File: config.mk
export PLATFORM = sky130hd
export DESIGN_NAME = cache_ctrl_2way
export DESIGN_NICKNAME = d
export VERILOG_FILES = /design/src/rtl/cache_pkg.sv /design/src/rtl/cache_lru_array.sv /design/src/rtl/cache_ctrl_2way.sv
export SDC_FILE = /design/constraint.sdc
export NUM_CORES = 1
export LEC_CHECK = 0
export ABC_CLOCK_PERIOD_IN_PS = 15700
export CAP_MARGIN = 0
export CORE_ASPECT_RATIO = 0.5
export CORE_UTILIZATION = 42
export DETAILED_ROUTE_END_ITERATION = 12
export GPL_ROUTABILITY_DRIVEN = 0
export MAX_ROUTING_LAYER = met4
export PLACE_DENSITY = 0.56
export SLEW_MARGIN = 20
export SYNTH_ARGS = -nofsm -noshare
export SYNTH_HDL_FRONTEND = slang
export SYNTH_SLANG_ARGS = --single-unit
File: constraint.sdc
create_clock -name clk -period 15.7 [get_ports clk]
set_clock_uncertainty 0.15 [all_clocks]
set_input_delay 3.14 -clock clk [delete_from_list [all_inputs] [get_ports clk]]
set_output_delay 3.14 -clock clk [all_outputs]
set_load 0.02 [all_outputs]
File: src/rtl/cache_pkg.sv
// Shared types and helpers for the 2-way cache controller.
package cache_pkg;

  localparam int unsigned WPL_DEFAULT = 4;

  typedef enum logic [2:0] {
    IDLE,
    WB,
    FILL,
    ALLOC,
    DONE
  } state_e;

  function automatic int unsigned clog2(input int unsigned v);
    int unsigned r;
    r = 0;
    for (int unsigned p = 1; p < v; p = p << 1) r++;
    return r;
  endfunction

endpackage

File: src/rtl/cache_lru_array.sv
// Per-set LRU bit (value = way to evict next): async clear, one write port, combinational read.
module cache_lru_array #(
  parameter int unsigned INDEX_W = 8
) (
  input  logic               clk,
  input  logic               rst,
  input  logic               we,
  input  logic [INDEX_W-1:0] waddr,
  input  logic               wdata,
  input  logic [INDEX_W-1:0] raddr,
  output logic               rdata
);

  localparam int unsigned DEPTH = 2 ** INDEX_W;

  logic [DEPTH-1:0] lru_q, lru_d;

  always_comb begin
    lru_d = lru_q;
    if (we) lru_d[waddr] = wdata;
  end

  always_ff @(posedge clk or posedge rst) begin
    if (rst) lru_q <= '0;
    else     lru_q <= lru_d;
  end

  assign rdata = lru_q[raddr];

endmodule

File: src/rtl/cache_ctrl_2way.sv
// 2-way set-associative cache controller with per-set LRU, pipelined write-back and fill.
// Optional CACHE_CTRL_ERR_EN: error inputs abort to IDLE with err/done pulse.
module cache_ctrl_2way
  import cache_pkg::*;
#(
  parameter int unsigned WORDS_PER_LINE = WPL_DEFAULT,
  parameter int unsigned MEM_BANKS      = 4,
  parameter int unsigned MEM_LAT        = 2,
  parameter int unsigned INDEX_W        = 8,
  localparam int unsigned WW            = clog2(WORDS_PER_LINE)
) (
  input  logic                 clk,
  input  logic                 rst,
  input  logic                 rd,
  input  logic                 wr,
  input  logic [INDEX_W-1:0]   index,
  input  logic [1:0]           hit,
  input  logic [1:0]           valid,
  input  logic [1:0]           dirty,
  input  logic                 cache_err,
  input  logic [MEM_BANKS-1:0] mem_busy,
  input  logic                 mem_err,
  output logic                 comp,
  output logic                 way_sel,
  output logic                 cache_wr,
  output logic [WW-1:0]        cache_word,
  output logic [WW-1:0]        mem_word,
  output logic                 mem_rd,
  output logic                 mem_wr,
  output logic                 victim_tag,
  output logic                 stall,
  output logic                 done,
  output logic                 cache_hit,
  output logic                 err
);

  localparam logic [WW-1:0] LAST_WORD = WW'(WORDS_PER_LINE - 1);

  state_e                     state_q, state_d;
  logic                       victim_q, victim_d;
  logic                       is_wr_q, is_wr_d;
  logic [WW-1:0]              cnt_q, cnt_d;
  logic                       issued_all_q, issued_all_d;
  logic [MEM_LAT-1:0]         pipe_vld_q, pipe_vld_d;
  logic [MEM_LAT-1:0][WW-1:0] pipe_word_q, pipe_word_d;
  logic                       err_q, err_d;

  logic       lru_we, lru_wdata, lru_rdata;
  logic [1:0] hv;
  logic       miss_victim, bank_busy, issue, err_in;

`ifdef CACHE_CTRL_ERR_EN
  assign err_in = cache_err | mem_err;
`else
  logic unused_err_inputs;
  assign unused_err_inputs = cache_err ^ mem_err;
  assign err_in = 1'b0;
`endif

  cache_lru_array #(.INDEX_W(INDEX_W)) u_lru (
    .clk   (clk),
    .rst   (rst),
    .we    (lru_we),
    .waddr (index),
    .wdata (lru_wdata),
    .raddr (index),
    .rdata (lru_rdata)
  );

  always_comb begin
    hv = hit & valid;
    if (!valid[0])      miss_victim = 1'b0;
    else if (!valid[1]) miss_victim = 1'b1;
    else                miss_victim = lru_rdata;

    bank_busy = 1'b0;
    for (int unsigned b = 0; b < MEM_BANKS; b++)
      if ((32'(cnt_q) % MEM_BANKS) == b) bank_busy = mem_busy[b];

    state_d      = state_q;
    victim_d     = victim_q;
    is_wr_d      = is_wr_q;
    cnt_d        = cnt_q;
    issued_all_d = issued_all_q;
    err_d        = 1'b0;
    lru_we       = 1'b0;
    lru_wdata    = 1'b0;
    issue        = 1'b0;
    comp         = 1'b0;
    way_sel      = 1'b0;
    cache_wr     = 1'b0;
    cache_word   = '0;
    mem_word     = '0;
    mem_rd       = 1'b0;
    mem_wr       = 1'b0;
    victim_tag   = 1'b0;
    stall        = 1'b0;
    done         = 1'b0;
    cache_hit    = 1'b0;

    case (state_q)
      IDLE: begin
        comp = 1'b1;
        if (rd | wr) begin
          if (|hv) begin
            done      = 1'b1;
            cache_hit = 1'b1;
            way_sel   = ~hv[0];
            cache_wr  = wr;
            lru_we    = 1'b1;
            lru_wdata = hv[0];
          end else begin
            victim_d     = miss_victim;
            is_wr_d      = wr;
            cnt_d        = '0;
            issued_all_d = 1'b0;
            state_d      = (valid[miss_victim] & dirty[miss_victim]) ? WB : FILL;
          end
        end
      end
      WB: begin
        stall      = 1'b1;
        victim_tag = 1'b1;
        way_sel    = victim_q;
        cache_word = cnt_q;
        mem_word   = cnt_q;
        if (!bank_busy) begin
          mem_wr = 1'b1;
          if (cnt_q == LAST_WORD) begin
            cnt_d   = '0;
            state_d = FILL;
          end else begin
            cnt_d = cnt_q + 1'b1;
          end
        end
      end
      FILL: begin
        stall    = 1'b1;
        way_sel  = victim_q;
        mem_word = cnt_q;
        // The counter parks on the last word once all reads are out; returns drain via the pipe.
        if (!issued_all_q && !bank_busy) begin
          issue  = 1'b1;
          mem_rd = 1'b1;
          if (cnt_q == LAST_WORD) issued_all_d = 1'b1;
          else                    cnt_d = cnt_q + 1'b1;
        end
        if (pipe_vld_q[MEM_LAT-1]) begin
          cache_wr   = 1'b1;
          cache_word = pipe_word_q[MEM_LAT-1];
          if (pipe_word_q[MEM_LAT-1] == LAST_WORD) begin
            cnt_d        = '0;
            issued_all_d = 1'b0;
            state_d      = ALLOC;
          end
        end
      end
      ALLOC: begin
        comp     = 1'b1;
        stall    = 1'b1;
        way_sel  = victim_q;
        cache_wr = is_wr_q;
        state_d  = DONE;
      end
      DONE: begin
        done      = 1'b1;
        stall     = 1'b1;
        lru_we    = 1'b1;
        lru_wdata = ~victim_q;
        state_d   = IDLE;
      end
      default: state_d = IDLE;
    endcase

    if (err_in) begin
      state_d = IDLE;
      err_d   = 1'b1;
      lru_we  = 1'b0;
    end
    done = done | err_q;
    err  = err_q;

    pipe_vld_d  = '0;
    pipe_word_d = '0;
    if (state_d == FILL) begin
      for (int unsigned i = MEM_LAT - 1; i > 0; i--) begin
        pipe_vld_d[i]  = pipe_vld_q[i-1];
        pipe_word_d[i] = pipe_word_q[i-1];
      end
      pipe_vld_d[0]  = issue;
      pipe_word_d[0] = cnt_q;
    end

    // IDLE decodes comp=1, so outputs are masked to keep them all low while reset is held.
    if (rst) begin
      {comp, way_sel, cache_wr, mem_rd, mem_wr, victim_tag, stall, done, cache_hit, err} = '0;
      cache_word = '0;
      mem_word   = '0;
    end
  end

  always_ff @(posedge clk or posedge rst) begin
    if (rst) begin
      state_q      <= IDLE;
      victim_q     <= 1'b0;
      is_wr_q      <= 1'b0;
      cnt_q        <= '0;
      issued_all_q <= 1'b0;
      pipe_vld_q   <= '0;
      pipe_word_q  <= '0;
      err_q        <= 1'b0;
    end else begin
      state_q      <= state_d;
      victim_q     <= victim_d;
      is_wr_q      <= is_wr_d;
      cnt_q        <= cnt_d;
      issued_all_q <= issued_all_d;
      pipe_vld_q   <= pipe_vld_d;
      pipe_word_q  <= pipe_word_d;
      err_q        <= err_d;
    end
  end

endmodule

# Yosys cells after proc, flatten, opt, wreduce, memory -nomap -nowiden
# Cells that the tools add are included.
# classes
add_sub_neg	1
multipliers	0
div_mod_pow	0
magnitude_cmp	3
eq_ne	12
shift	0
n_mux	76
n_bitwise	6
reduce_logical	16
# op_table
operator	count
bitwise mux 256 bit	1
two-way mux 1 bit	44
zero test 32 bit	1
two-way mux 2 bit	14
two-way mux 3 bit	6
case mux 3 bit (4 select lines)	1
equality test 3 x 2 -> 1 bit (second input constant)	3
less-than comparator 8 x 9 -> 1 bit (second input constant)	1
binary-select mux 1 bit (select 8 bit)	1
demux 1 bit (select 8 bit)	1
greater-or-equal comparator 8 x 1 -> 1 bit (second input constant)	1
case mux 1 bit (2 select lines)	4
equality test 2 bit (second input constant)	3
inequality test 2 bit (second input constant)	3
case mux 2 bit (3 select lines)	1
AND reduction 3 bit	2
OR reduction 2 bit	3
two-way mux 4 bit	1
case mux 2 bit (2 select lines)	1
AND reduction 4 bit	1
OR reduction 4 bit	1
equality test 3 x 1 -> 1 bit (second input constant)	1
equality test 3 bit (second input constant)	1
zero test 3 bit	1
13 further kinds	17
# totals
reg_bits	270
latch_bits	0
ramBits	0
mem_bits_ro	0
out_inout_bits	14
wordCells	123
n_memories	0

# Longest topological paths before layout
# logic_depth
depth_word	13
ltp_mapped	12
ltp_nobuf	11

# Modules after synthesis
# Synthesis repeated with hierarchy kept, for this count alone.
# unflattened
hier_cells	1229
hier_area_um2	14152.3
# by_module_without_submodules
mod	instances	cells_each	area_each_um2	seq_area_each_um2
cache_lru_array	1	1119	13195.2	6406.1
cache_ctrl_2way	1	110	957.2	350.3

# Worst setup path before layout
# Ideal clock, no wire load.
# synth_timing
path_kind	input -> output
start	input mem_busy[0]
end	output mem_rd
arrival_ps	4083
required_ps	12410
setup_slack_ps	8327
path_stages	6
path_cell_list	nand3b_1 > a21oi_1 > a21oi_1 > o21ai_0 > or3_1 > nor2_1
# synth_between
elab_chain_len	9
# synth_rtl
item	line	source
from (decl)	cache_ctrl_2way.sv:21	input logic [MEM_BANKS-1:0] mem_busy,
two-way mux 1 bit (4 in a row)	cache_ctrl_2way.sv:78	if ((32'(cnt_q) % MEM_BANKS) == b) bank_busy = mem_busy[b];
zero test 1 bit	cache_ctrl_2way.sv:142	if (!issued_all_q && !bank_busy) begin
logical AND 1 bit	cache_ctrl_2way.sv:142	
two-way mux 1 bit	cache_ctrl_2way.sv:142	
two-way mux 1 bit	cache_ctrl_2way.sv:101	case (state_q)
two-way mux 1 bit	cache_ctrl_2way.sv:195	if (rst) begin
to (decl)	cache_ctrl_2way.sv:28	output logic mem_rd,
# No other way between the ends.

# Worst setup path after layout
# layout_timing
start	input valid[1]
end	output way_sel
# layout_between
elab_chain_len	6
# layout_rtl
item	line	source
from (decl)	cache_ctrl_2way.sv:18	input logic [1:0] valid,
AND 2 bit	cache_ctrl_2way.sv:71	hv = hit & valid;
OR reduction 2 bit	cache_ctrl_2way.sv:105	if (|hv) begin
two-way mux 1 bit	cache_ctrl_2way.sv:105	
two-way mux 1 bit	cache_ctrl_2way.sv:104	if (rd | wr) begin
case mux 1 bit (2 select lines)	cache_ctrl_2way.sv:101	
two-way mux 1 bit	cache_ctrl_2way.sv:195	
to (decl)	cache_ctrl_2way.sv:24	output logic way_sel,
# No other way between the ends.

==> qor.yml <==
timing.critical_path.fanout_max: 4
numPlacedInstances: 1638
power.sequential.fraction_pct: 47.0
grt_setup_unrepaired: "false"
track_usage_pct: 22.4
maxSlewHeadroom_pct: 12.2
top_usage_layer: "met2"
p_leak_nw: 6.15
area_taken_by_multi_input_logic_gates_um2: 6150
numClockSinks: 270
numCtsBuffers: 26
switching_power_mw: 0.422
num_antenna_cells: 0
power_density_nw_per_um2: 105
use_met3_pct: 3.21
postSynth.topFlopCell: "sky130_fd_sc_hd__dfrtp_1"
cts.root.buffer_cell: "sky130_fd_sc_hd__clkbuf_16"
grt_pass1_vias: 9471
grt_remaining_overflow: 0
maximum_number_of_pins_on_one_net_before_global_route_repair: 257
htreeDepth: 1
netlist-cell-type-count: 55
critical_path.endpoint_type: "output pin"
worstPathArrival_ps: 5130
fin_crit_ps: 8420
global_route.usage.met2_pct: 33.6
worst-r2r-setup-slack_ps: 12370
max_frequency_ghz: 0.119
class_of_the_most_critical_hold_timing_path: "flop to flop"
ys_async_sr_fraction_pct: 100
routed_wl_mm: 36.3
core.rowCount: 46
vias: 10516
kind_of_start_point_of_the_critical_path: "input port"
yosys-top-cells-area: "sky130_fd_sc_hd__dfrtp_1, sky130_fd_sc_hd__o31ai_1, sky130_fd_sc_hd__o21ai_0"
cts-resized-gates: 0
yosys_register_bits: 270
final-seq-area_um2: 6760
drc: 0
antenna_left: 0
ys_warn_count: 0
ir_worst_vdd_mv: 0.0785
count_of_tritonroute_iterations_in_the_first_routing_pass: 6
synth.cell_area_um2: 13600
min_delay_path_depth: 2
worstSkewPairLatency_ps: 540
cellInternalPower_mw: 1.13
grt_first_pass_wirelength_mm: 56.2
post-synth-top-area-cell: "sky130_fd_sc_hd__dfrtp_1"
worst-r2r-cell-count: 7
io_pins: 38
hold_buffers: 0
port_buffers: 34
number_of_flops_mapped_to_enable_cells_by_yosys: 0
dieArea_um2: 33200
min_period_over_period_pct: 53.6
drc_marker_count_from_the_first_detailed_route_iteration: 1219
antenna_violations_before_repair: 0
max_cap_viol_count: 0
timing_worst_slew_pin_value_ps: 1320
floorplan.core_area_um2: 31800
areaGrowthSynthToFinish_pct: 8.82
whs_ps: 335
power.combinational.fraction_pct: 13.2
place_hpwl_mm: 21.3
post_cts.repair.setup_buffers: 0
critPathKind: "input port to output pin"
post_layout_nonfiller_instances: 1680
average_cell_area_after_synthesis_um2: 10.5
grt_util_met1_pct: 32.6
drt-wirelength-per-cell_um: 21.6
netlist_instances: 1304
post_route_setup_tns_ps: 0
required_ps: 12410
clk_pin_slew_worst_paths_ps: 60
avgViaCountPerCell: 6.26
power.switching_fraction_pct: 27.1
initial_core_util_pct: 42.8
fp.dieH_um: 129
report.final.hold_viol_count: 0
buffers_from_clock_root_to_sink_at_most: 3
num-fill-cells: 2939
power.share.clock_pct: 39.7
synth.top_cell.area_share_pct: 49.6
synth_nets: 1334
number_of_nets_in_the_final_layout: 1264
slew_viol_final: 0
setup_violations: 0
synth-seq-area-share_pct: 49.6
tritoncts: "done"
die_w_um: 257
status: "completed"
drive_gt1_share_pct: 8.41
[critical path, stage by stage]
cell                              delay [ps]
sky130_fd_sc_hd__clkdlybuf4s50_1         600
sky130_fd_sc_hd__nand2_1                 140
sky130_fd_sc_hd__or3b_2                  470
sky130_fd_sc_hd__a21oi_1                 160
sky130_fd_sc_hd__clkdlybuf4s50_1         620
[cell families (layout without fill, tap and decap cells)]
group	count (synthesis)	count (layout)	synth area share, %
AO/OA/AOI/OAI	597	597	27.9
XOR/XNOR	2	2	0.129
adder cells (fa/ha/maj)	6	6	0.551
buffers and inverters	167	111	5.50
flip-flops	270	270	49.6
multiplexers	101	101	10.5
other	1	1	0.0275
AND/OR/NAND/NOR	160	160	5.76
[layout make-up]
cell class                 instances  area share [%]
clock buffer                      37            4.94
clock inverter                     5           0.506
inverter                           9           0.278
multi-input combinational        867            41.4
sequential                       270            45.5
tap                              432            3.64
timing repair buffer              60            3.64
[final timing paths]
check	startpoint	endpoint
worst max register to register	state_q[0]	u_lru.lru_q[118]
max in group asynchronous	rst	u_lru.lru_q[63]
worst max-delay path	valid[1]	way_sel
worst min-delay path	pipe_word_q[1]	pipe_word_q[3]
worst min register to register	pipe_word_q[1]	pipe_word_q[3]
min in group asynchronous	rst	u_lru.lru_q[218]
[metrics by stage]
step | power, mW | util [%] | setup slack (ps) | instance area (µm²)
2_1_floorplan | 0.888 | - | 4970 | 13600
3_3_place_gp | 0.947 | 44.1 | 7310 | 14000
3_5_place_dp | 0.950 | 44.1 | 7300 | 14000
4_1_cts | 1.57 | 46.6 | 7290 | 14800
5_1_grt | 1.62 | 46.6 | 7160 | 14800
6_report | 1.55 | 46.6 | 7280 | 14800
[state kept, by name, summed over array words and instances, names as in the netlist]
| name | flops |
|---|---|
| cnt_q | 2 |
| u_lru.lru_q | 256 |
| state_q | 3 |
| pipe_vld_q | 2 |
| victim_q | 1 |
| issued_all_q | 1 |
| pipe_word_q | 4 |
| is_wr_q | 1 |
[cell usage after synthesis, types with 3 or more instances]
| library cell | number |
|---|---|
| sky130_fd_sc_hd__nor2b_1 | 10 |
| sky130_fd_sc_hd__nor2_1 | 35 |
| sky130_fd_sc_hd__a22oi_1 | 33 |
| sky130_fd_sc_hd__or2_2 | 3 |
| sky130_fd_sc_hd__buf_6 | 4 |
| sky130_fd_sc_hd__mux4_2 | 26 |
| sky130_fd_sc_hd__mux4_1 | 6 |
| sky130_fd_sc_hd__nor3_1 | 5 |
| sky130_fd_sc_hd__mux2i_1 | 68 |
| sky130_fd_sc_hd__nand3_1 | 23 |
| sky130_fd_sc_hd__ha_1 | 6 |
| sky130_fd_sc_hd__clkbuf_1 | 134 |
| sky130_fd_sc_hd__and2_1 | 5 |
| sky130_fd_sc_hd__nand2_1 | 48 |
| sky130_fd_sc_hd__a211oi_1 | 7 |
| sky130_fd_sc_hd__o21ai_0 | 266 |
| sky130_fd_sc_hd__nand4_1 | 6 |
| sky130_fd_sc_hd__nand2b_1 | 5 |
| sky130_fd_sc_hd__a31oi_1 | 3 |
| sky130_fd_sc_hd__o31ai_1 | 256 |
| sky130_fd_sc_hd__or3b_2 | 3 |
| sky130_fd_sc_hd__o21ai_1 | 3 |
| sky130_fd_sc_hd__dfrtp_1 | 270 |
| sky130_fd_sc_hd__buf_2 | 9 |
| sky130_fd_sc_hd__buf_4 | 7 |
| sky130_fd_sc_hd__a32oi_1 | 3 |
| sky130_fd_sc_hd__inv_1 | 9 |
| sky130_fd_sc_hd__nor3b_1 | 4 |
| sky130_fd_sc_hd__a21oi_1 | 12 |
[placed cells by master, fill, tap and decap left out, types with 7 or more instances in the layout]
cell                              instances
sky130_fd_sc_hd__nor2_1                  35
sky130_fd_sc_hd__mux4_2                  26
sky130_fd_sc_hd__clkdlybuf4s50_1         32
sky130_fd_sc_hd__inv_1                    8
sky130_fd_sc_hd__clkbuf_16               27
sky130_fd_sc_hd__nand2_1                 46
sky130_fd_sc_hd__a21oi_1                 12
sky130_fd_sc_hd__clkbuf_1                 8
sky130_fd_sc_hd__nor2b_1                 10
sky130_fd_sc_hd__dfrtp_1                270
sky130_fd_sc_hd__o31ai_1                256
sky130_fd_sc_hd__nand3_1                 22
sky130_fd_sc_hd__mux2i_1                 68
sky130_fd_sc_hd__a211oi_1                 7
sky130_fd_sc_hd__buf_4                   26
sky130_fd_sc_hd__a22oi_1                 33
sky130_fd_sc_hd__o21ai_0                266
[power by group through the flow]
stage | Combinational [mW] | Clock (mW) | Sequential [mW]
3_5_place_dp | 0.206 | 0 | 0.744
4_1_cts | 0.207 | 0.633 | 0.731
5_1_grt | 0.228 | 0.660 | 0.734
3_3_place_gp | 0.204 | 0 | 0.743
6_report | 0.206 | 0.618 | 0.731
2_1_floorplan | 0.151 | 0 | 0.736
[routing by layer]
layer  vias up  routed length [µm]  share of wire (%)
met3        58                2170                6.0
met4         0                 628                1.7
met1      5283               17600                 48
li1       4830                   -                  -
met2       345               16000                 44
met5         -                   0                  0
Note: power is estimated with default switching activity, not from simulation.
